### src/rtl/interrupt_controller.sv
// interrupt_controller: edge-latched, maskable, prioritised interrupt sequencer with assert/ack/eoi handshake.
// Optional INTR_CTRL_ROUND_ROBIN_EN rotates priority from the last acknowledged code.
module interrupt_controller #(
  parameter logic [15:0] ENABLE_RESET = 16'hFFFF
) (
  input  logic        clk,
  input  logic        rst,
  input  logic [15:0] requests,
  input  logic        enable_we,
  input  logic [15:0] enable_wdata,
  output logic [15:0] enables,
  output logic [15:0] pending,
  output logic        irq,
  output logic [3:0]  irq_code,
  input  logic        ack,
  input  logic        eoi,
  output logic        in_service
);
  typedef enum logic [1:0] {IDLE, ASSERT, SERVICE} state_t;
  state_t state, state_next;
  logic [15:0] req_prev, rise, cand, clr;
  logic [3:0] winner;
  logic take;
  assign rise = requests & ~req_prev;
  assign cand = pending & enables;
  assign take = state == ASSERT && ack;
  assign clr = take ? 16'h1 << irq_code : '0;
  assign irq = state == ASSERT;
  assign in_service = state == SERVICE;
`ifdef INTR_CTRL_ROUND_ROBIN_EN
  logic [3:0] last_grant, idx;
  logic found;
  always_comb begin
    winner = '0;
    idx = '0;
    found = 1'b0;
    for (int k = 0; k < 16; k++) begin
      idx = last_grant + 4'(k + 1);
      if (!found && cand[idx]) begin
        winner = idx;
        found = 1'b1;
      end
    end
  end
  always_ff @(posedge clk)
    if (rst) last_grant <= 4'hF;
    else if (take) last_grant <= irq_code;
`else
  always_comb begin
    winner = '0;
    for (int i = 15; i >= 0; i--)
      if (cand[i]) winner = 4'(i);
  end
`endif
  always_comb begin
    state_next = state;
    case (state)
      IDLE:    state_next = cand != '0 ? ASSERT : IDLE;
      ASSERT:  state_next = ack ? SERVICE : ASSERT;
      SERVICE: state_next = eoi ? IDLE : SERVICE;
      default: state_next = IDLE;
    endcase
  end
  always_ff @(posedge clk) begin
    if (rst) begin
      state    <= IDLE;
      irq_code <= '0;
      pending  <= '0;
      enables  <= ENABLE_RESET;
      req_prev <= '0;
    end else begin
      state    <= state_next;
      req_prev <= requests;
      // a fresh edge on the bit being acknowledged must survive the clear
      pending  <= (pending & ~clr) | rise;
      if (enable_we) enables <= enable_wdata;
      if (state == IDLE && cand != '0) irq_code <= winner;
    end
  end
endmodule

### config.mk
export PLATFORM = sky130hd
export DESIGN_NAME = interrupt_controller
export DESIGN_NICKNAME = d
export VERILOG_FILES = /design/src/rtl/interrupt_controller.sv
export SDC_FILE = /design/constraint.sdc
export NUM_CORES = 1
export LEC_CHECK = 0
export CELL_PAD_IN_SITES_DETAIL_PLACEMENT = 1
export CELL_PAD_IN_SITES_GLOBAL_PLACEMENT = 2
export CORE_MARGIN = 2
export CORE_UTILIZATION = 28
export DETAILED_ROUTE_END_ITERATION = 6
export GPL_TIMING_DRIVEN = 0
export PLACE_DENSITY = 0.88
export SLEW_MARGIN = 40
export SYNTH_ARGS = -nofsm -noshare
export SYNTH_HDL_FRONTEND = slang
export SYNTH_SLANG_ARGS = --single-unit
### constraint.sdc
create_clock -name clk -period 3.9 [get_ports clk]
set_clock_uncertainty 0.2 [all_clocks]
set_input_delay 0.78 -clock clk [delete_from_list [all_inputs] [get_ports clk]]
set_output_delay 0.78 -clock clk [all_outputs]
set_load 0.05 [all_outputs]
==> impl_results.md <==
* Status: complete, no violations
* DIE AREA at 8300 um^2
* Crit path kind: reg2out
* Initial antenna violation count at 0
* VDD IR max at 0.000154 V
* Arr. time, crit path at 1.82 ns
* Tot Pwr at 0.00138 W
* Worst Max-Slew Pin Slew at 0.535 ns
* Psw at 0.000448 W
* Worst Min Path Start: req_prev[12]
* Main synth FF type: dfxtp_1
* Total number of yosys warnings at 0
* Leading area contributor after synthesis: dfxtp_1
* CTS resizes at 0
* Post-CTS setup repair buffer count at 0
* Post-synth ARST share at 0%
* Min Tclk post-route at 2.80 ns
* Starting Density at 29.2%
* Ordered cell list for the critical path: nor2b_1 > clkdlybuf4s50_1
* Nets at 339
* Post-synth top area share at 50.9%
* DR pass1 iterations at 4
* Detailed-route DRC error count at 0
* Post-Syn Area at 2130 um^2
* Worst-path maximum fanout at 4
* Hold buffers post-CTS at 0
* CTS tree: yes
* Pwr Density at 447 nW/um^2
* Vias in the first global route at 2059
* Synth Register Bits at 54
* Crit path to: irq
* R2r setup slk at 2.12 ns
* CTS Sinks at 54
* GPL Wtd Cong at 0.790
* WHS at 0.290 ns
* Worst skew pair latency at 0.31 ns
* Total gr overflow at 0
* Critical path data required time at 2.92 ns
* Die width at 91.1 um
* Final core occ at 42.3%
* Sequential Power Share at 46.3%
* Worst r2r path cells at 5
* Ranking of synthesized cells by area: dfxtp_1, nor2b_1, a211o_1, nand2b_1, a21oi_1
* DR iter-0 viols at 55
* Hold Vio Cnt, Final at 0
* Slew Limit Fails at 0
* CP max stage delay at 0.86 ns
* Detail Route Antenna Nets at 0
* RSZ-0062 raised after global routing: false
* Worst slack, placed at 1.23 ns
* Routed vias/inst at 4.88
* Int Pwr at 0.000932 W
* Syn Nets at 259
* Clk slew on worst S/H paths at 0.10 ns
* First-pass GRT wire length at 10400 um
* Root buffer cell: clkbuf_8
* Diodes inserted at 0
* Ports at 75
* Max-Cap Viols at 0
* Layout cells sized above 1 at 3.64%
* Max stage delay cell, worst path: clkdlybuf4s50_1
* Seq/Total Area, Yosys at 50.9%
* Core Area at 7290 um^2
* EDFF count, synth at 0
* Mean Syn Cell Area at 9.58 um^2
* Clock share of power at 27.0%
* DPL Wire Length at 5020 um
* Fin Setup TNS at 0 ns
* Part of the cycle the worst path needs at 71.9%
* Final setup violation count at 0
* Area growth from synthesis to layout at 45.3%
* Pleak at 1.14 nW
* Switching part of the total power at 32.4%
* Fillcell total at 879
* Distinct cells, synth at 29
* Slew Limit Headroom at 64.2%
* Total track usage at 15.9%
* R2r startpoint: pending[5]
* Largest net degree at the start of global routing at 17
* Die height at 91.1 um
* Final WS setup at 1.10 ns
* CTS H-Tree Depth at 2
* Worst R2R End: irq_code[2]
* Via count at 1957
* Critical Path Source: state[0]
* Num CTS Buffers at 5
* Critical path endpoint category: primary output
* Wire per inst at 16.1 um
* Rows at 31
* Combinational Power Share at 26.7%
* PortBufs at 73
* Syn Inst Count at 222
* Max frequency at 0.357 GHz
* Drt total wl at 6440 um
* Worst Hold Class: reg2reg
* Maximum clock path buffer count at 2
* CP Launch Type: flip-flop
-- area by class of cell --
type	instances	area (um^2)	share of cell area, %
Multi-Input combinational cell	159	1010	32.7
Clock buffer	5	68.8	2.23
Clock inverter	2	38.8	1.26
Tap cell	99	124	4.01
Sequential cell	54	1080	35.0
Timing Repair Buffer	73	731	23.7
Buffer	9	33.8	1.09
-- sequential cells by signal (all words and copies together), names as in the netlist --
name and flops:
req_prev 16, state 2, enables 16, irq_code 4, pending 16
-- how the worst min path moves through the flow --
stage | slack, ns | end | cells after the start
floorplan | 0.26 | pending[0] | 2
detailed placement | 0.28 | pending[12] | 2
CTS | 0.29 | pending[12] | 2
global placement | 0.27 | pending[8] | 2
finish | 0.29 | pending[12] | 2
global route | 0.32 | pending[8] | 2
-- power groups by stage --
stage	clock (W)	combinational [W]	sequential, W
global route	0.000397	0.000393	0.000647
CTS	0.000383	0.000372	0.000640
detailed placement	0	0.000371	0.000652
global placement	0	0.000365	0.000650
finish	0.000373	0.000368	0.000639
floorplan	0	0.000126	0.000745
-- critical path: cells and delay by family (launching register included) --
kind / cells / cell delay, ns
flops: 1 / 0.39
buf+inv: 1 / 0.86
simple gates: 1 / 0.27
-- placed cells by master, fill, tap and decap left out, types with 2 or more instances in the layout --
| master | netlist | final |
|---|---|---|
| a211o_1 | 16 | 16 |
| a21o_1 | 3 | 3 |
| a21oi_1 | 20 | 20 |
| a22o_1 | 2 | 2 |
| a22oi_1 | 9 | 9 |
| a31oi_1 | 3 | 3 |
| a32o_1 | 2 | 2 |
| a41oi_2 | 2 | 2 |
| buf_1 | 2 | 2 |
| clkbuf_1 | 7 | 7 |
| clkbuf_8 | 0 | 5 |
| clkdlybuf4s50_1 | 0 | 73 |
| dfxtp_1 | 54 | 54 |
| nand2_1 | 11 | 11 |
| nand2b_1 | 21 | 21 |
| nand3_1 | 2 | 2 |
| nand3b_1 | 3 | 3 |
| nor2_1 | 2 | 2 |
| nor2b_1 | 34 | 34 |
| o21ai_0 | 13 | 13 |
| o21ai_1 | 5 | 5 |
| or3_1 | 2 | 2 |
-- synthesized netlist by cell type (all sizes together), types with 2 or more instances --
master and number:
buf 2, nand3 2, a31oi 3, clkbuf 7
a22oi 9, a22o 2, or3 2, a21o 3
a211o 16, a32o 2, nand2 11, nand3b 3
a41oi 2, a21oi 20, or2 2, o21ai 18
nand2b 21, nor2 3, nor2b 34, dfxtp 54
-- layer usage --
| layer | global-route usage, % | routed length, um | vias up | part of all wire (%) |
|---|---|---|---|---|
| li1 | - | - | 956 | - |
| met2 | 27.5 | 3180 | 47 | 49 |
| met3 | 4.15 | 341 | 8 | 5.3 |
| met5 | 0 | 0 | - | 0 |
| met1 | 19.4 | 2840 | 946 | 44 |
| met4 | 4.80 | 80 | 0 | 1.2 |
-- cell families after synthesis --
kind of cell           synth area share, %
AND/OR/NAND/NOR                       22.0
AO/OA/AOI/OAI                         25.5
flip-flops                            50.9
buffers and inverters                 1.59
-- through the flow --
stage	std cells	area, um^2
floorplan	222	2130
global placement	394	2980
detailed placement	394	2980
CTS	401	3090
global route	401	3090
finish	401	3090
(Power assumes the default switching activity.)
